[src/rtl/gf_inv_4_pipe.sv]
// Two-stage GF(2^4) inverter (normal basis [Z^4, Z] over GF(2^2), basis [W^2, W]) with valid/ready flow control.
// Define GF_INV4_SKID_EN to add a one-entry skid buffer so in_ready comes straight from a flop.
module gf_inv_4_pipe #(
  parameter int TAG_W = 4
) (
  input  logic             clk,
  input  logic             rst_n,
  input  logic             in_valid,
  output logic             in_ready,
  input  logic [3:0]       in_data,
  input  logic [TAG_W-1:0] in_tag,
  output logic             out_valid,
  input  logic             out_ready,
  output logic [3:0]       out_data,
  output logic [1:0]       out_sum,
  output logic             out_ab,
  output logic             out_cd,
  output logic [TAG_W-1:0] out_tag
);

  // GF(2^2) product in normal basis: W*W = W^2, W^2*W^2 = W, W*W^2 = 1.
  function automatic logic [1:0] gf2_mul(input logic [1:0] x, input logic [1:0] y);
    logic m;
    m = (x[1] & y[0]) ^ (x[0] & y[1]);
    return {(x[0] & y[0]) ^ m, (x[1] & y[1]) ^ m};
  endfunction

  function automatic logic [1:0] gf2_sq(input logic [1:0] x);
    return {x[0], x[1]};
  endfunction

  function automatic logic [1:0] gf2_scale_n(input logic [1:0] x);
    return {x[0], x[1] ^ x[0]};
  endfunction

  logic             s1_valid_reg;
  logic [1:0]       s1_a_reg;
  logic [1:0]       s1_b_reg;
  logic [1:0]       s1_e_reg;
  logic [TAG_W-1:0] s1_tag_reg;

  logic             s2_valid_reg;
  logic [3:0]       out_data_reg;
  logic [1:0]       out_sum_reg;
  logic             out_ab_reg;
  logic             out_cd_reg;
  logic [TAG_W-1:0] out_tag_reg;

  logic             s2_adv;
  logic             s1_adv;

  logic             s1_src_valid;
  logic [3:0]       s1_src_data;
  logic [TAG_W-1:0] s1_src_tag;

  assign s2_adv = ~s2_valid_reg | out_ready;
  assign s1_adv = ~s1_valid_reg | s2_adv;

`ifdef GF_INV4_SKID_EN
  logic             skid_valid_reg;
  logic [3:0]       skid_data_reg;
  logic [TAG_W-1:0] skid_tag_reg;
  logic             accept;

  assign in_ready = ~skid_valid_reg;
  assign accept   = in_valid & ~skid_valid_reg;

  // A parked operand always goes ahead of anything newer.
  assign s1_src_valid = skid_valid_reg | accept;
  assign s1_src_data  = skid_valid_reg ? skid_data_reg : in_data;
  assign s1_src_tag   = skid_valid_reg ? skid_tag_reg : in_tag;

  always_ff @(posedge clk or negedge rst_n) begin
    if (!rst_n) begin
      skid_valid_reg <= 1'b0;
      skid_data_reg  <= '0;
      skid_tag_reg   <= '0;
    end else if (skid_valid_reg) begin
      if (s1_adv) skid_valid_reg <= 1'b0;
    end else if (accept && !s1_adv) begin
      skid_valid_reg <= 1'b1;
      skid_data_reg  <= in_data;
      skid_tag_reg   <= in_tag;
    end
  end
`else
  assign in_ready     = s1_adv;
  assign s1_src_valid = in_valid;
  assign s1_src_data  = in_data;
  assign s1_src_tag   = in_tag;
`endif

  logic [1:0] s1_a;
  logic [1:0] s1_b;
  logic [1:0] s1_d;
  logic [1:0] s1_e;

  assign s1_a = s1_src_data[3:2];
  assign s1_b = s1_src_data[1:0];
  assign s1_d = gf2_scale_n(gf2_sq(s1_a ^ s1_b)) ^ gf2_mul(s1_a, s1_b);
  assign s1_e = gf2_sq(s1_d);

  always_ff @(posedge clk or negedge rst_n) begin
    if (!rst_n) begin
      s1_valid_reg <= 1'b0;
      s1_a_reg     <= '0;
      s1_b_reg     <= '0;
      s1_e_reg     <= '0;
      s1_tag_reg   <= '0;
    end else if (s1_adv) begin
      s1_valid_reg <= s1_src_valid;
      if (s1_src_valid) begin
        s1_a_reg   <= s1_a;
        s1_b_reg   <= s1_b;
        s1_e_reg   <= s1_e;
        s1_tag_reg <= s1_src_tag;
      end
    end
  end

  logic [1:0] s2_p;
  logic [1:0] s2_q;

  assign s2_p = gf2_mul(s1_e_reg, s1_b_reg);
  assign s2_q = gf2_mul(s1_e_reg, s1_a_reg);

  // Output registers only change when a real result moves in, so bubbles leave them untouched.
  always_ff @(posedge clk or negedge rst_n) begin
    if (!rst_n) begin
      s2_valid_reg <= 1'b0;
      out_data_reg <= '0;
      out_sum_reg  <= '0;
      out_ab_reg   <= 1'b0;
      out_cd_reg   <= 1'b0;
      out_tag_reg  <= '0;
    end else if (s2_adv) begin
      s2_valid_reg <= s1_valid_reg;
      if (s1_valid_reg) begin
        out_data_reg <= {s2_p, s2_q};
        out_sum_reg  <= s2_p ^ s2_q;
        out_ab_reg   <= s2_p[1] ^ s2_p[0];
        out_cd_reg   <= s2_q[1] ^ s2_q[0];
        out_tag_reg  <= s1_tag_reg;
      end
    end
  end

  assign out_valid = s2_valid_reg;
  assign out_data  = out_data_reg;
  assign out_sum   = out_sum_reg;
  assign out_ab    = out_ab_reg;
  assign out_cd    = out_cd_reg;
  assign out_tag   = out_tag_reg;

endmodule

[config.mk]
export PLATFORM = sky130hd
export DESIGN_NAME = gf_inv_4_pipe
export DESIGN_NICKNAME = d
export VERILOG_FILES = /design/src/rtl/gf_inv_4_pipe.sv
export SDC_FILE = /design/constraint.sdc
export NUM_CORES = 1
export LEC_CHECK = 0
export ABC_AREA = 1
export CAP_MARGIN = 20
export CORE_UTILIZATION = 50
export DETAILED_ROUTE_END_ITERATION = 8
export GPL_ROUTABILITY_DRIVEN = 0
export PLACE_DENSITY = 0.78
export SLEW_MARGIN = 10
export SYNTH_ARGS = -nofsm -noshare
export SYNTH_HDL_FRONTEND = slang
export SYNTH_SLANG_ARGS = --single-unit
[constraint.sdc]
create_clock -name clk -period 1.75 [get_ports clk]
set_clock_uncertainty 0.15 [all_clocks]
set_input_delay 0.525 -clock clk [delete_from_list [all_inputs] [get_ports clk]]
set_output_delay 0.525 -clock clk [all_outputs]
set_load 0.02 [all_outputs]
=== Word-level counts from Yosys, hierarchy flattened ===
Index checks and enable logic that the tools add are counted.

* Reduce and logical (&&, ||, !) cells: 2
* Magnitude comparators: 0
* Equality and inequality tests: 0
* Bitwise logic cells: 31
* $mul: 0
* Divide/modulo/power cells: 0
* Muxes and demuxes: 0
* Shift-type cells: 0
* $add $sub $neg: 0

{| class="wikitable"
|+ Operators with widths
! operator !! count
|-
| 1-bit AND || 12
|-
| 1-bit XOR || 12
|-
| 2-bit XOR || 3
|-
| 2-bit AND reduction || 2
|-
| 1-bit NOT || 2
|-
| 1-bit OR || 2
|}

* Register bits: 24
* Bits in latches: 0
* Bits in read-only memories: 0
* Bits in writable memories: 0
* Input port bits: 12
* Memories: 0

=== Logic depth before layout (Yosys ltp) ===
Gate-level depths: netlist of the first run.

* Word-level depth: 4
* Mapped depth: 10
* Gate-level depth less buffers: 10

=== Worst setup path after synthesis of the first run ===
OpenSTA, ideal clock, no wires.

* Path kind: input to register
* Start point: input in_data[1]
* End point: register s1_e_reg[1]
* Path buffers: 0
* Setup time: 117 ps
* Stages on the path: 9
* Slack: 195 ps
* Arrival time: 1,288 ps
* Cells stage by stage: ha_1 inv_1 nand2_1 nand2_1 nor2_1 nor2_1 nand2_1 nand3_1 nand2_1

* Cells in the longest elaborated chain, start to end: 4

{| class="wikitable"
|+ Ends and longest elaborated chain
! element !! RTL line !! text
|-
| start: declaration || 10 || <nowiki>input logic [3:0] in_data,</nowiki>
|-
| 1-bit AND || 24 || <nowiki>m = (x[1] & y[0]) ^ (x[0] & y[1]);</nowiki>
|-
| 1-bit XOR || 24 ||
|-
| 1-bit XOR || 25 || <nowiki>return {(x[0] & y[0]) ^ m, (x[1] & y[1]) ^ m};</nowiki>
|-
| 2-bit XOR * || 100 || <nowiki>assign s1_d = gf2_scale_n(gf2_sq(s1_a ^ s1_b)) ^ gf2_mul(s1_a, s1_b);</nowiki>
|-
| end signal: assignment || 108 || <nowiki>s1_e_reg <= '0;</nowiki>
|-
| end signal: assignment || 115 || <nowiki>s1_e_reg <= s1_e;</nowiki>
|-
| end: declaration || 39 || <nowiki>logic [1:0] s1_e_reg;</nowiki>
|}

Every way passes the cells marked *; elsewhere a longest branch is shown, timed or not.
A chain may end at the register's enable or synchronous reset.

=== Worst setup path after layout of the first run ===
* Start point: register out_data_reg[2] (netlist: out_data[2])
* End point: output out_data[2]

{| class="wikitable"
|+ RTL lines
! element !! RTL line !! text
|-
| start: declaration || 43 || <nowiki>logic [3:0] out_data_reg;</nowiki>
|-
| start signal: assignment || 139 || <nowiki>out_data_reg <= {s2_p, s2_q};</nowiki>
|-
| end: declaration || 14 || <nowiki>output logic [3:0] out_data,</nowiki>
|}

No word-level cell between the ends.

==> results of run 1 <==
cell usage in the layout (no fill, tap or decap), types with 2 or more instances in the layout:
master	n
sky130_fd_sc_hd__inv_1	12
sky130_fd_sc_hd__xor2_1	2
sky130_fd_sc_hd__inv_2	2
sky130_fd_sc_hd__dfrtp_1	24
sky130_fd_sc_hd__clkdlybuf4s15_1	6
sky130_fd_sc_hd__buf_4	13
sky130_fd_sc_hd__o21ai_0	4
sky130_fd_sc_hd__nor2_1	2
sky130_fd_sc_hd__clkbuf_4	3
sky130_fd_sc_hd__clkdlybuf4s50_1	6
sky130_fd_sc_hd__dlygate4sd2_1	6
sky130_fd_sc_hd__nand3_1	17
sky130_fd_sc_hd__nand3_2	3
sky130_fd_sc_hd__dlymetal6s2s_1	5
sky130_fd_sc_hd__nand2_1	84
sky130_fd_sc_hd__nand2_2	8
sky130_fd_sc_hd__clkinvlp_4	2
metrics by stage:
step,instance area (sq um),setup TNS (ps)
floorplan,1270,0
global placement,1632,-5988
detailed placement,1632,-6457
CTS,1689,-174.9
global route,1714,0
finish,1714,0
final timing paths:
| kind | from | end | slack [ps] | depth (start not counted) |
|---|---|---|---|---|
| max reg2reg | out_valid | out_data[1] | 280 | 5 |
| min | out_data[0] | out_data[0] | 340 | 2 |
| max | out_data[2] | out_data[2] | 40 | 1 |
| min reg2reg | out_data[0] | out_data[0] | 340 | 2 |
| min in group asynchronous | rst_n | out_sum[1] | 390 | 2 |
| max in group asynchronous | rst_n | out_tag[1] | 820 | 2 |
layer usage:
layer,part of all wire,vias to the layer above
met4,0.014,0
met3,0.033,4
met2,0.52,23
li1,-,606
met5,0,-
met1,0.44,520
cell families (layout without fill, tap and decap cells):
kind of cell	Yosys count	in the layout	synth area share
buffers and inverters	19	59	0.06502
adder cells (fa/ha/maj)	2	2	0.01970
XOR/XNOR	3	3	0.02069
AO/OA/AOI/OAI	7	7	0.03251
AND/OR/NAND/NOR	115	115	0.3892
flip-flops	24	24	0.4729
timing repair:
item                       in CTS  in global routing
setup endpoints to repair      16                 15
pin swaps                       1                  1
cloned                          1                  0
resized for setup              25                 13
final cells by class:
cell class | count | area, sq um | share of cell area
Clock inverter | 1 | 30.03 | 0.01752
Timing Repair Buffer | 38 | 349.1 | 0.2037
Clock buffer | 3 | 22.52 | 0.01314
Sequential cell | 24 | 600.6 | 0.3504
Timing Repair inverter | 1 | 7.507 | 0.004380
Inverter | 16 | 65.06 | 0.03796
Tap cell | 28 | 35.03 | 0.02044
Multi-Input combinational cell | 127 | 604.3 | 0.3526
power by group:
group | switching, W | total [W] | internal [W]
logic | 0.000496 | 0.000823 | 0.000327
clock network | 0.000173 | 0.000404 | 0.000231
registers | 0.0000928 | 0.000796 | 0.000703
==> impl_results.rst, run 1 <==
.. list-table::
   :header-rows: 1

   * - Metric
     - Value
   * - Number of cells in the finished layout apart from fillers
     - around 240
   * - Worst hold-check path type
     - reg2reg
   * - Post-CTS Hold Fix Bufs
     - 0
   * - Yosys top cell area share
     - 0.4729
   * - Iteration-0 DRC count of the detailed router
     - 22
   * - M2 GR Usage
     - 0.4198
   * - Post CTS Setup Buffer Count
     - 0
   * - Clock buffer count from CTS
     - 3
   * - Busiest grt layer
     - met2
   * - Ratio of total power to cell area
     - 1180 mW/mm^2
   * - Fillcell total
     - about 180
   * - Total clock sinks
     - 24
   * - Outcome
     - finished clean
   * - Final setup viols
     - 0
   * - Fraction of synthesis flops using an asynchronous set or reset pin
     - 1.000
   * - Area contributors post-synth
     - sky130_fd_sc_hd__dfrtp_1, sky130_fd_sc_hd__nand2_1, sky130_fd_sc_hd__nand3_1
   * - Count of endpoints failing hold in the final timing report
     - 0
   * - Number of H-tree levels
     - 1
   * - Count of nets after finishing
     - roughly 230
   * - Root Driver
     - sky130_fd_sc_hd__clkbuf_4
   * - Wire length after detailed routing
     - roughly 2.6 mm
   * - Number of port buffers
     - 25
   * - Slowest stage delay, CP
     - approximately 400 ps
   * - Row cnt
     - 17
   * - Final cell utilization of the core
     - 0.7462
   * - Cell total after placement
     - about 230
   * - Global-route wire length before repair
     - roughly 4.5 mm
   * - Pre-CTS setup slack
     - -633.5 ps
   * - Seq/Total Area, Yosys
     - 0.4729
   * - Transition at the pin with the smallest max-transition slack
     - about 300 ps
   * - Worst rel slew slack
     - 0.7949
   * - Crit path cell chain
     - dlygate4sd2_1
   * - Met1 track utilization from global routing
     - 0.2376
   * - Remaining DRCs
     - 0
   * - Pre-Repair DR Iteration Count
     - 4
   * - Max Root-Sink Buffers
     - 2
   * - Category of the critical setup timing path
     - reg2out
   * - Most used flip-flop cell after synthesis
     - sky130_fd_sc_hd__dfrtp_1
   * - Worst ir drop on vdd
     - approximately 0.8 mV
   * - Effective utilization at floorplan
     - 0.5528
   * - X dimension of the die
     - 52.40 um
   * - Number of buffers and inverters on the critical path
     - 1
   * - Maximum number of pins on one net before global-route repair
     - 25
   * - Final Slew Violations
     - 0
   * - Max Fanout on Critical Path
     - 2
   * - Synth Area per Inst
     - approximately 7.5 sq um
   * - Detailed placer's ending HPWL
     - 1.944 mm
   * - Area enclosed by the die boundary
     - 0.002745 sq mm
   * - Post-synthesis cell area
     - 0.001270 sq mm
   * - Global routing usage on met3
     - 0.02899
   * - Min Hold Slack
     - 341.1 ps
   * - Yosys Warn Count
     - 0
   * - Synth area leader
     - sky130_fd_sc_hd__dfrtp_1
   * - Most used standard cells in the synthesized netlist
     - sky130_fd_sc_hd__nand2_1, sky130_fd_sc_hd__dfrtp_1, sky130_fd_sc_hd__nand3_1
   * - Antenna violations before repair
     - 0
   * - Register bit total from synthesis
     - 24
   * - Unrepaired setup endpoints after global routing
     - false
   * - Clk Latency, worst-skew pair
     - approximately 320 ps
   * - Floorplan die height
     - about 52 um
   * - Detailed-route wire length per cell
     - around 11 um
   * - Number of global-route vias before repair
     - 1141
   * - Detail-routed via count per cell
     - roughly 4.8
   * - Post-synth EDFFs
     - 0
   * - Final critical-path share of the clock period
     - 0.9779
   * - Kind of end point of the critical path
     - output port
   * - Number of different library cells in the post-synthesis netlist
     - 19
   * - Tot GR Track Use
     - 0.2212
   * - Max Fclk
     - between 500 and 600 MHz
   * - Startpoint Class
     - register
   * - Overall Power
     - 0.002022 W
   * - Routed vias
     - ~1200
   * - Family of cells with the greatest summed delay on the critical path
     - flip-flops
   * - Synthesized netlist cell count
     - 170
   * - Clock-pin slew on the worst setup and hold paths
     - roughly 140 ps
   * - Overflow left after global routing
     - 0
   * - Crit path DAT
     - 1040 ps
   * - Proportion of layout cells with a drive suffix above 1
     - 0.1810
   * - Clock tree from TritonCTS
     - yes
   * - Leakage dissipation
     - 1.000 nW
   * - Final ANT Viol Nets
     - 0
   * - Most repeated cell in the gate-level netlist after synthesis
     - sky130_fd_sc_hd__nand2_1
   * - Max-capacitance violation count
     - 0
   * - Time the worst path needs with I/O delays and setup
     - 1711 ps
   * - Slowest CP cell
     - sky130_fd_sc_hd__dfrtp_1
   * - Post-layout worst setup margin
     - approximately 39 ps
   * - Antenna Diode Count
     - 0
   * - Layout overhead on the synthesized area
     - 34.98%
   * - Required time at the endpoint of the critical path
     - about 1100 ps
   * - Number of I/O pins
     - 26
   * - Total core area
     - around 0.0023 sq mm
   * - Post-Syn Nets
     - 184
No activity file was read; power rests on OpenSTA's default activity.
==> inputs of run 2 (changes only) <==
--- a/config.mk
+++ b/config.mk
@@ -5,12 +5,11 @@
 export SDC_FILE = /design/constraint.sdc
 export NUM_CORES = 1
 export LEC_CHECK = 0
-export ABC_AREA = 1
 export CAP_MARGIN = 20
 export CORE_UTILIZATION = 50
 export DETAILED_ROUTE_END_ITERATION = 8
 export GPL_ROUTABILITY_DRIVEN = 0
-export PLACE_DENSITY = 0.78
+export PLACE_DENSITY = 0.79
 export SLEW_MARGIN = 10
 export SYNTH_ARGS = -nofsm -noshare
 export SYNTH_HDL_FRONTEND = slang
==> constraint.sdc (replaced) <==
create_clock -name clk -period 1.9 [get_ports clk]
set_clock_uncertainty 0.15 [all_clocks]
set_input_delay 0.38 -clock clk [delete_from_list [all_inputs] [get_ports clk]]
set_output_delay 0.38 -clock clk [all_outputs]
set_load 0.02 [all_outputs]
==> run 2 against run 1 <==
Against the previous run: register-to-register slack better by 140 ps; combinational power is 22% lower; critical path depth is 2 higher; die area is 2.7% lower; clock-buffer cell count stayed put; power is 13% lower; flip-flop and latch count stayed put; cell area is 10% lower; global-route usage is 3.4 points lower; critical path type is now in2out.
==> impl_results.rst, run 2 <==
.. list-table::
   :header-rows: 1

   * - Metric
     - Value
   * - Worst Reg2Reg Path Length in Cells
     - 4 (-1)
   * - Most used flip-flop cell after synthesis
     - sky130_fd_sc_hd__dfrtp_1
   * - Floorplan die height
     - 51.70 um (-1.3%)
   * - Unrepaired setup endpoints after global routing
     - false
   * - Synthesized netlist cell count
     - 126 (-26%)
   * - Detailed placer's ending HPWL
     - 1.547 mm (-20%)
   * - Max Root-Sink Buffers
     - 2 (unchanged)
   * - Max Fclk
     - ~540 MHz
   * - Worst hold-check path type
     - in2async
   * - Largest family of logic cells by synthesized area
     - simple AND/OR/NAND/NOR gates
   * - Parity-gate share of the synthesized area counting xor and xnor cells
     - 0.1114 (+0.09076)
   * - Worst ir drop on vdd
     - 0.7017 mV (-11%)
   * - Effective utilization at floorplan
     - 0.5426 (-0.01023)
   * - Root Driver
     - sky130_fd_sc_hd__clkbuf_4
   * - Worst rel slew slack
     - 0.7017 (-0.09320)
   * - Area enclosed by the die boundary
     - 0.002672 sq mm (-2.7%)
   * - Post-synthesis cell area
     - 0.001235 sq mm (-2.8%)
   * - Reg-to-reg startpoint
     - s1_valid_reg
   * - Final critical-path share of the clock period
     - 0.9782
   * - Yosys top cell area share
     - 0.4863 (+0.01342)
   * - Post-synth EDFFs
     - 0 (unchanged)
   * - Post-Syn Nets
     - 140 (-24%)
   * - Overflow left after global routing
     - 0 (unchanged)
   * - Crit path cell chain
     - clkdlybuf4s50_1 > nand3b_2 > dlygate4sd2_1
   * - Area contributors post-synth
     - sky130_fd_sc_hd__dfrtp_1, sky130_fd_sc_hd__nand2_1, sky130_fd_sc_hd__mux2_2
   * - Max-capacitance violation count
     - 0 (unchanged)
   * - Iteration-0 DRC count of the detailed router
     - 6 (-73%)
   * - Global-route wire length before repair
     - 3.643 mm (-19%)
   * - Final Slew Violations
     - 0 (unchanged)
   * - Flop-to-flop setup slack
     - 420 ps (+140 ps)
   * - Slowest stage delay, CP
     - 410 ps (about the same)
   * - Tot GR Track Use
     - 0.1875 (-0.03374)
   * - Register bit total from synthesis
     - 24 (unchanged)
   * - Total core area
     - 0.002276 sq mm (-0.93%)
   * - Clock buffer count from CTS
     - 3 (unchanged)
   * - Leakage dissipation
     - 0.6730 nW (-33%)
   * - Layout overhead on the synthesized area
     - 24.82%
   * - Row cnt
     - 17 (unchanged)
   * - Max Fanout on Critical Path
     - 2 (unchanged)
   * - Synth Area per Inst
     - 9.801 sq um (+31%)
   * - Seq/Total Area, Yosys
     - 0.4863 (+0.01342)
   * - Most used standard cells in the synthesized netlist
     - sky130_fd_sc_hd__nand2_1, sky130_fd_sc_hd__dfrtp_1, sky130_fd_sc_hd__xnor2_1
   * - Yosys Warn Count
     - 0 (unchanged)
   * - Total clock sinks
     - 24 (unchanged)
   * - Final cell utilization of the core
     - 0.6773 (-0.06889)
   * - Number of I/O pins
     - 26 (unchanged)
   * - Slowest CP cell
     - sky130_fd_sc_hd__clkdlybuf4s50_1
   * - Antenna Diode Count
     - 0 (unchanged)
   * - Kind of end point of the critical path
     - output port
   * - Post-synthesis compound-gate area fraction
     - 0.07903 (+0.04652)
   * - Pre-CTS setup slack
     - -201.0 ps (+432.5 ps)
   * - Share of synthesized area spent on multiplexers
     - 0.07295 (+0.07295)
   * - Final setup viols
     - 0 (unchanged)
   * - Accumulated negative setup slack
     - 0 ps (unchanged)
   * - Routed vias
     - 891 (-23%)
   * - X dimension of the die
     - 51.70 um (-1.3%)
   * - Fraction of synthesis flops using an asynchronous set or reset pin
     - 1.000 (unchanged)
   * - Highest-count cells in the layout ignoring fill and taps
     - sky130_fd_sc_hd__nand2_1, sky130_fd_sc_hd__dfrtp_1, sky130_fd_sc_hd__clkdlybuf4s50_1
   * - Count of nets after finishing
     - 164 (-27%)
   * - Post-layout worst setup margin
     - 41.49 ps (+2.823 ps)
   * - Synth area leader
     - sky130_fd_sc_hd__dfrtp_1
   * - Required time at the endpoint of the critical path
     - 1370 ps (+300 ps)
   * - Post-synthesis share of cell area spent on and, or, nand and nor gates
     - 0.1854 (-0.2038)
   * - Count of endpoints failing hold in the final timing report
     - 0 (unchanged)
   * - Proportion of layout cells with a drive suffix above 1
     - 0.1275 (-0.05344)
   * - Clk Latency, worst-skew pair
     - 310 ps (about the same)
   * - Endpoint of the lowest-slack register-to-register path
     - s1_b_reg[0]
   * - Ratio of total power to cell area
     - 1140 mW/mm^2 (-3.4%)
   * - Number of different library cells in the post-synthesis netlist
     - 23 (+4)
   * - Antenna violations before repair
     - 0 (unchanged)
   * - Clock-pin slew on the worst setup and hold paths
     - 130 ps (about the same)
   * - Maximum number of pins on one net before global-route repair
     - 25 (unchanged)
   * - Number of H-tree levels
     - 1 (unchanged)
   * - Clock tree from TritonCTS
     - yes
   * - Most repeated cell in the gate-level netlist after synthesis
     - sky130_fd_sc_hd__nand2_1
   * - Wire length after detailed routing
     - 2.041 mm (-21%)
   * - Outcome
     - finished clean
   * - Transition at the pin with the smallest max-transition slack
     - 447.5 ps (+139.8 ps)
   * - Time the worst path needs with I/O delays and setup
     - around 1900 ps
   * - Crit path DAT
     - 1330 ps (+290 ps)
   * - Startpoint Class
     - primary input
   * - Pre-Repair DR Iteration Count
     - 4 (unchanged)
   * - Most common library cell in the layout ignoring fill and taps
     - sky130_fd_sc_hd__nand2_1
   * - Post-synthesis share of cell area spent on full adders, half adders and majority gates
     - 0.02026 (+0.0005590)
   * - Detail-routed via count per cell
     - 5.034 (+3.9%)
   * - Detailed-route wire length per cell
     - 11.53 um (+5.9%)
   * - Category of the critical setup timing path
     - in2out
   * - Remaining DRCs
     - 0 (unchanged)
   * - Final ANT Viol Nets
     - 0 (unchanged)
   * - Number of port buffers
     - 25 (unchanged)
   * - Fillcell total
     - 186 (+5.7%)
   * - Number of global-route vias before repair
     - 840 (-26%)
-- run 2: changes by cell type after synthesis, moves of 6 or more --
cell,previous run,this run
sky130_fd_sc_hd__mux2_2,0,8
sky130_fd_sc_hd__nand2_2,8,1
sky130_fd_sc_hd__inv_1,14,0
sky130_fd_sc_hd__nand2b_1,0,7
sky130_fd_sc_hd__xnor2_1,1,10
sky130_fd_sc_hd__nand2_1,84,31
sky130_fd_sc_hd__nand3_1,18,0
sky130_fd_sc_hd__nor2_1,2,8
-- run 2: worst max-delay path by stage --
| stage | from | to | depth (start not counted) |
|---|---|---|---|
| final | out_ready | in_ready | 3 |
| after CTS | out_valid | out_valid | 1 |
| after global placement | out_ready | in_ready | 3 |
| after floorplan | in_data[1] | s1_e_reg[1] | 4 |
| after global routing | out_tag[0] | out_tag[0] | 1 |
| after detailed placement | out_ready | in_ready | 3 |
-- run 2: report_power, final --
part | switching (W) | total (W) | internal (W)
clock network | 0.000147 | 0.000361 | 0.000213
logic | 0.000308 | 0.000643 | 0.000335
registers | 0.000123 | 0.000753 | 0.000630
-- run 2: layout make-up --
type                       count  area (sq um)  area share
clock buffer                   3         22.52     0.01461
tap                           28         35.03     0.02273
sequential                    24         600.6      0.3896
multi-input combinational     93         579.3      0.3758
timing repair buffer          28         274.0      0.1778
clock inverter                 1         30.03     0.01948
-- run 2: metrics by stage --
step | cell area (sq um) | hold slack (ps) | cells | total power [W]
after floorplan | 1235 | -65.59 | 126 | 0.001171
after global placement | 1488 | 292.0 | 173 | 0.001390
after detailed placement | 1488 | 300.7 | 173 | 0.001415
after CTS | 1539 | 266.3 | 177 | 0.001777
after global routing | 1541 | 280.9 | 177 | 0.001881
final | 1541 | 262.6 | 177 | 0.001757
-- run 2: logic make-up (layout without fill, tap and decap cells) --
family / after synthesis / count (layout)
compound gates: 18 / 18
xor+xnor: 14 / 14
fa+ha+maj: 2 / 2
buf+inv: 9 / 32
flops: 24 / 24
mux: 8 / 8
simple gates: 51 / 51
-- run 2: per-layer routing --
layer | global-route usage | up-vias | part of all wire | routed length, um
li1 | - | 455 | - | -
met1 | 0.2315 | 407 | 0.45 | 917
met2 | 0.3247 | 25 | 0.49 | 1007
met3 | 0.03509 | 4 | 0.043 | 88
met4 | 0.06757 | 0 | 0.013 | 27
met5 | 0 | - | 0 | 0
-- run 2: timing repair --
item                       in CTS  in global routing
resized for setup               1                  1
gates cloned                    0                  0
setup endpoints to repair       1                  1
hold buffers                    0                  0
setup buffers                   0                  0
pin swaps                       0                  0
-- run 2: critical path: cells and delay by family --
kind | cells | cell delay [ps]
and+or+nand+nor | 1 | 210
buffers and inverters | 2 | 740
==> inputs of run 3 (changes only) <==
--- a/config.mk
+++ b/config.mk
@@ -6,10 +6,12 @@
 export NUM_CORES = 1
 export LEC_CHECK = 0
 export CAP_MARGIN = 20
-export CORE_UTILIZATION = 50
+export CELL_PAD_IN_SITES_DETAIL_PLACEMENT = 1
+export CELL_PAD_IN_SITES_GLOBAL_PLACEMENT = 2
+export CORE_UTILIZATION = 30
 export DETAILED_ROUTE_END_ITERATION = 8
 export GPL_ROUTABILITY_DRIVEN = 0
-export PLACE_DENSITY = 0.79
+export PLACE_DENSITY_LB_ADDON = 0.1
 export SLEW_MARGIN = 10
 export SYNTH_ARGS = -nofsm -noshare
 export SYNTH_HDL_FRONTEND = slang
==> run 3 against run 2 <==
Against the previous run: die area rose by 64%; via count rose by 3.7%; critical path depth did not move; register-to-register slack got worse by 20 ps; core utilization fell by 25 points; sequential power barely moved; first-iteration DRC count rose to 6.3 times the previous value; clock-buffer cell count did not move; largest power group unchanged; highest routed layer unchanged.
==> impl_results.rst, run 3 (synthesis gave the netlist of run 2 again) <==
.. list-table::
   :header-rows: 1

   * - Metric
     - Value
   * - Routed vias
     - 924 (+3.7%)
   * - Hold path startpoint
     - in_data[3]
   * - Row cnt
     - 22 (+5)
   * - Crit path cell chain
     - clkdlybuf4s50_1 > nand3b_2 > dlygate4sd2_1
   * - Count of endpoints failing hold in the final timing report
     - 0 (unchanged)
   * - Wl on met1
     - 1.146 mm (+25%)
   * - Ratio of total power to cell area
     - 1160 mW/mm^2 (+1.7%)
   * - Highest routing layer actually used
     - met4
   * - Iteration-0 DRC count of the detailed router
     - 38 (+32)
   * - Total core area
     - 0.003799 sq mm (+67%)
   * - Clock tree from TritonCTS
     - yes
   * - Net load switching power
     - 0.0006067 W (+4.8%)
   * - Detailed placer's ending HPWL
     - 1.947 mm (+26%)
   * - Fraction of power consumed by the clock network
     - 0.237 (+0.032)
   * - Time the worst path needs with I/O delays and setup
     - 1857 ps (-1.605 ps)
   * - Reg-to-reg startpoint
     - s1_valid_reg
   * - Final setup viols
     - 0 (unchanged)
   * - Remaining DRCs
     - 0 (unchanged)
   * - Detailed-route wire length per cell
     - 12.76 um (+11%)
   * - Cell total after placement
     - 194 (+12%)
   * - Proportion of layout cells with a drive suffix above 1
     - 0.1333 (+0.005817)
   * - X dimension of the die
     - 66.16 um (+28%)
   * - Final critical-path share of the clock period
     - 0.9773 (about the same)
   * - Area enclosed by the die boundary
     - 0.004377 sq mm (+64%)
   * - Tot GR Track Use
     - 0.1345 (-0.05301)
   * - Min Hold Slack
     - 304.4 ps (+41.81 ps)
   * - Global-route wire length before repair
     - 4.471 mm (+23%)
   * - Number of I/O pins
     - 26 (unchanged)
   * - Maximum number of pins on one net before global-route repair
     - 25 (unchanged)
   * - Count of nets after finishing
     - 165 (+0.61%)
   * - Highest-count cells in the layout ignoring fill and taps
     - sky130_fd_sc_hd__nand2_1, sky130_fd_sc_hd__dfrtp_1, sky130_fd_sc_hd__clkdlybuf4s50_1
   * - Wire length after detailed routing
     - 2.526 mm (+24%)
   * - Flop-to-flop setup slack
     - 400 ps (-20 ps)
   * - Overflow left after global routing
     - 0 (unchanged)
   * - Worst hold-check path type
     - in2reg
   * - Max Fanout on Critical Path
     - 2 (unchanged)
   * - Final ANT Viol Nets
     - 0 (unchanged)
   * - Pre-Repair DR Iteration Count
     - 2 (-2)
   * - Number of port buffers
     - 25 (unchanged)
   * - Clock buffer count from CTS
     - 3 (unchanged)
   * - Detail-routed via count per cell
     - 4.667 (-7.3%)
   * - Startpoint of the worst setup timing path
     - out_ready
   * - Final Slew Violations
     - 0 (unchanged)
   * - Number of H-tree levels
     - 1 (unchanged)
   * - Startpoint Class
     - primary input
   * - Slowest CP cell
     - sky130_fd_sc_hd__clkdlybuf4s50_1
   * - Comb pwr share
     - 0.358 (-0.008)
   * - Antenna Diode Count
     - 0 (unchanged)
   * - Max Fclk
     - 538.5 MHz (about the same)
   * - Power share of the sequential group
     - 0.406 (-0.022)
   * - Post-Layout Inst Area
     - 0.001605 sq mm (+4.1%)
   * - Antenna violations before repair
     - 0 (unchanged)
   * - Worst rel slew slack
     - 0.7095 (+0.007768)
   * - Category of the critical setup timing path
     - in2out
   * - Unrepaired setup endpoints after global routing
     - false
   * - Layout overhead on the synthesized area
     - 29.99%
   * - Floorplan die height
     - 66.16 um (+28%)
   * - Max Root-Sink Buffers
     - 2 (unchanged)
   * - Proportion of total power due to net switching
     - 0.3259 (-0.003477)
   * - Number of global-route vias before repair
     - 1004 (+20%)
   * - Int Pwr
     - 0.001255 W (+6.5%)
   * - Dpl cell area
     - 0.001533 sq mm (+3.0%)
   * - Fillcell total
     - 437 (+130%)
   * - Kind of end point of the critical path
     - output port
   * - Transition at the pin with the smallest max-transition slack
     - 435.8 ps (-11.65 ps)
   * - Most common library cell in the layout ignoring fill and taps
     - sky130_fd_sc_hd__nand2_1
   * - Slowest stage delay, CP
     - 410 ps (about the same)
   * - Worst ir drop on vdd
     - 0.3190 mV (-55%)
   * - Sum of met3 wire segment lengths after detailed routing
     - 84 um (-4.5%)
   * - Outcome
     - finished clean
   * - Met2 wirelength from detailed routing
     - 1.274 mm (+27%)
   * - Required time at the endpoint of the critical path
     - 1370 ps (about the same)
   * - Leakage dissipation
     - 0.6955 nW (+3.3%)
   * - Crit path DAT
     - 1330 ps (about the same)
   * - Accumulated negative setup slack
     - 0 ps (unchanged)
   * - Total clock sinks
     - 24 (unchanged)
   * - Effective utilization at floorplan
     - 0.3251 (-0.2175)
   * - Clock-pin slew on the worst setup and hold paths
     - 80 ps (-50 ps)
   * - Overall Power
     - 0.001861 W (+6.0%)
   * - Number of cells in the finished layout apart from fillers
     - 198 (+12%)
   * - Clk Latency, worst-skew pair
     - 260 ps (-50 ps)
   * - Max-capacitance violation count
     - 0 (unchanged)
   * - Root Driver
     - sky130_fd_sc_hd__clkbuf_8
run 3: worst paths after layout:
path / depth (start not counted) / endpoint
max: 3 / in_ready
min: 2 / s1_a_reg[1]
max reg2reg: 4 / s1_b_reg[1]
min reg2reg: 2 / out_tag[0]
max in group asynchronous: 2 / s1_tag_reg[1]
min in group asynchronous: 2 / out_cd
run 3: timing repair:
action	4_1_cts	5_1_grt
pin swaps	0	0
resized for setup	1	1
endpoints found under the setup margin	1	2
setup buffers	0	0
hold buffers	0	0
run 3: per-stage QoR:
stage	util	worst slack, ps
after floorplan	-	354.0
after global placement	0.4035	-199.3
after detailed placement	0.4035	-269.1
after CTS	0.4219	23.59
after global routing	0.4226	8.739
final	0.4226	43.09
run 3: layout make-up:
type | count | area [sq um] | area share
sequential | 24 | 600.6 | 0.3741
multi-input combinational | 93 | 579.3 | 0.3609
timing repair buffer | 29 | 294.0 | 0.1832
tap | 48 | 60.06 | 0.03741
clock buffer | 3 | 41.29 | 0.02572
clock inverter | 1 | 30.03 | 0.01871
run 3: critical path: cells and delay by family:
family,cells,cell delay (ps)
AND/OR/NAND/NOR,1,210
buffers and inverters,2,740
run 3: power by group through the flow:
stage,Sequential [W],Combinational (W),Clock [W]
3_3_place_gp,0.000760,0.000656,0
6_report,0.000755,0.000666,0.000440
3_5_place_dp,0.000771,0.000678,0
5_1_grt,0.000785,0.000735,0.000482
4_1_cts,0.000759,0.000681,0.000462
2_1_floorplan,0.000808,0.000363,0
run 3: routing by layer:
layer	GRT usage	vias to the layer above
met5	0	-
met4	0.03989	0
met3	0.01552	4
met2	0.2398	17
met1	0.1686	445
li1	-	458
==> patch, RTL diff (settings of run 1) <==
The option `GF_INV4_SKID_EN` is turned on by a define.
--- a/src/rtl/gf_inv_4_pipe.sv
+++ b/src/rtl/gf_inv_4_pipe.sv
@@ -2,2 +2,4 @@
 // Define GF_INV4_SKID_EN to add a one-entry skid buffer so in_ready comes straight from a flop.
+`define GF_INV4_SKID_EN
+
 module gf_inv_4_pipe #(
Check against the original RTL: not equivalent (a bounded check fails within 4 cycles, from zero or initial values and one cycle with rst_n low).
==> patch against run 1 <==
  * The run now ends with setup timing left
  * Routed wire length increased by 42%
  * Synthesized cell count increased by 36%
  * Sequential cell count up 9
  * Design area increased by 37%
  * Worst setup slack got worse by 0.16 ns
  * Combinational power rose by 74%
  * Register-to-register slack lost 0.40 ns
  * First-iteration DRC count rose by 86%
  * Final cell count grew 37%
  * Sequential share of layout area rose by 0.14 points
  * Total power increased by 64%
  * Area after synthesis rose by 33%
  * Worst hold slack improved by 0.0014 ns
  * Utilization up 0.54 points
  * Critical path type is now reg -> reg
==> patch: results (changes against run 1) <==
** Global routing
- First-pass GRT wire length :: 5.96 mm (+32%)
- The via count of the first global-routing pass was 1450 (+27%).
- Maximum number of pins on one net before global-route repair :: 34 (+36%)

** Placement
- Post-place instance area :: 0.00210 sq mm (+29%)
- Total half-perimeter wirelength after legalization and detailed placement :: 2.35 mm (+21%)

** STA
- Endpoints failing setup :: 3 (+3)
- The final-layout setup total negative slack is -0.231 ns (-0.231 ns).
- The final worst hold slack was 0.342 ns (+0.00137 ns).
- Max_slew headroom :: 0.850 (+0.0548)
- The minimum setup slack in the final design came to -0.119 ns (-0.158 ns).

** Pwr
- The peak ir drop on the vdd network is 0.767 mV (-3.3%).

** Cells and area
- The layout net count was 294 (+31%).
- The filler cell count came to 224 (+27%).

** Status
- The run finished, with violations left.
- The final reports fail on setup timing.

** Synth
- The synthesized area divided by synthesized cell count came to 7.31 sq um (-2.1%).
- The post-synthesis compound-gate area fraction came to 0.0889 (+0.0564).
- By count the netlist is led by 99 x sky130_fd_sc_hd__nand2_1, 38 x sky130_fd_sc_hd__inv_1, 33 x sky130_fd_sc_hd__dfrtp_1.
- The post-synthesis adder-cell area fraction was 0.0148 (-0.00489).
- XOR/XNOR Fraction of Synth Area :: 0.00519 (-0.0155)
- Netlist cell types :: 18 (-1)

** Detailed routing
- Violation count after the first detailed-route iteration :: 41 (+86%)
- The routed via count is 1593 (+38%).
- Detailed-route wire length per cell :: 11.3 um (+4.1%)

** Clock network
- The later-pin clock latency in the skew report is 0.35 ns (+0.03 ns).
- Setup fix buffers added after clock tree synthesis :: 4 (+4)
- # resized after CTS :: 36 (+44%)
- The H-tree depth reported by CTS came to 2 (+1).

** Critical path
- Tracing the worst setup path back leads to its startpoint at skid_valid_reg.
- Depth of the worst register-to-register path :: 14 (+9)
- Slowest stage cell, crit path :: sky130_fd_sc_hd__dfrtp_2
-- patch: cell count changes after synthesis, moves of 2 or more --
cell / before / now
sky130_fd_sc_hd__nand3b_1: 0 / 2
sky130_fd_sc_hd__clkbuf_1: 0 / 2
sky130_fd_sc_hd__inv_1: 14 / 38
sky130_fd_sc_hd__nand3_2: 2 / 0
sky130_fd_sc_hd__nand2_2: 8 / 0
sky130_fd_sc_hd__o211ai_1: 0 / 4
sky130_fd_sc_hd__dfrtp_1: 24 / 33
sky130_fd_sc_hd__o21ai_0: 4 / 20
sky130_fd_sc_hd__nand2_1: 84 / 99
sky130_fd_sc_hd__o21ai_1: 1 / 3
-- patch: per-layer routing --
layer | wire (um) | share of wire | GRT usage | vias to the layer above
li1 | - | - | - | 810
met1 | 1630 | 0.44 | 0.272 | 733
met2 | 1820 | 0.49 | 0.380 | 42
met3 | 161 | 0.044 | 0.0455 | 8
met4 | 71 | 0.019 | 0.110 | 0
met5 | 0 | 0 | 0 | -
-- patch: final cells by class --
class | instances | area [sq um] | share of cell area
sequential | 33 | 827 | 0.352
multi-input combinational | 153 | 772 | 0.328
timing repair buffer | 47 | 452 | 0.192
inverter | 40 | 156 | 0.0665
tap | 44 | 55.1 | 0.0234
clock buffer | 6 | 51.3 | 0.0218
clock inverter | 2 | 37.5 | 0.0160
-- patch: cell families (layout without fill, tap and decap cells) --
kind of cell | count (synthesis) | after routing
buffers and inverters | 45 | 95
AO/OA/AOI/OAI | 28 | 28
AND/OR/NAND/NOR | 122 | 122
flip-flops | 33 | 33
adder cells (fa/ha/maj) | 2 | 2
XOR/XNOR | 1 | 1
-- patch: power by group --
| part | total (uW) | internal, uW | switching [uW] |
|---|---|---|---|
| Sequential | 1260 | 1070 | 193 |
| Clock | 617 | 339 | 278 |
| Combinational | 1430 | 582 | 849 |
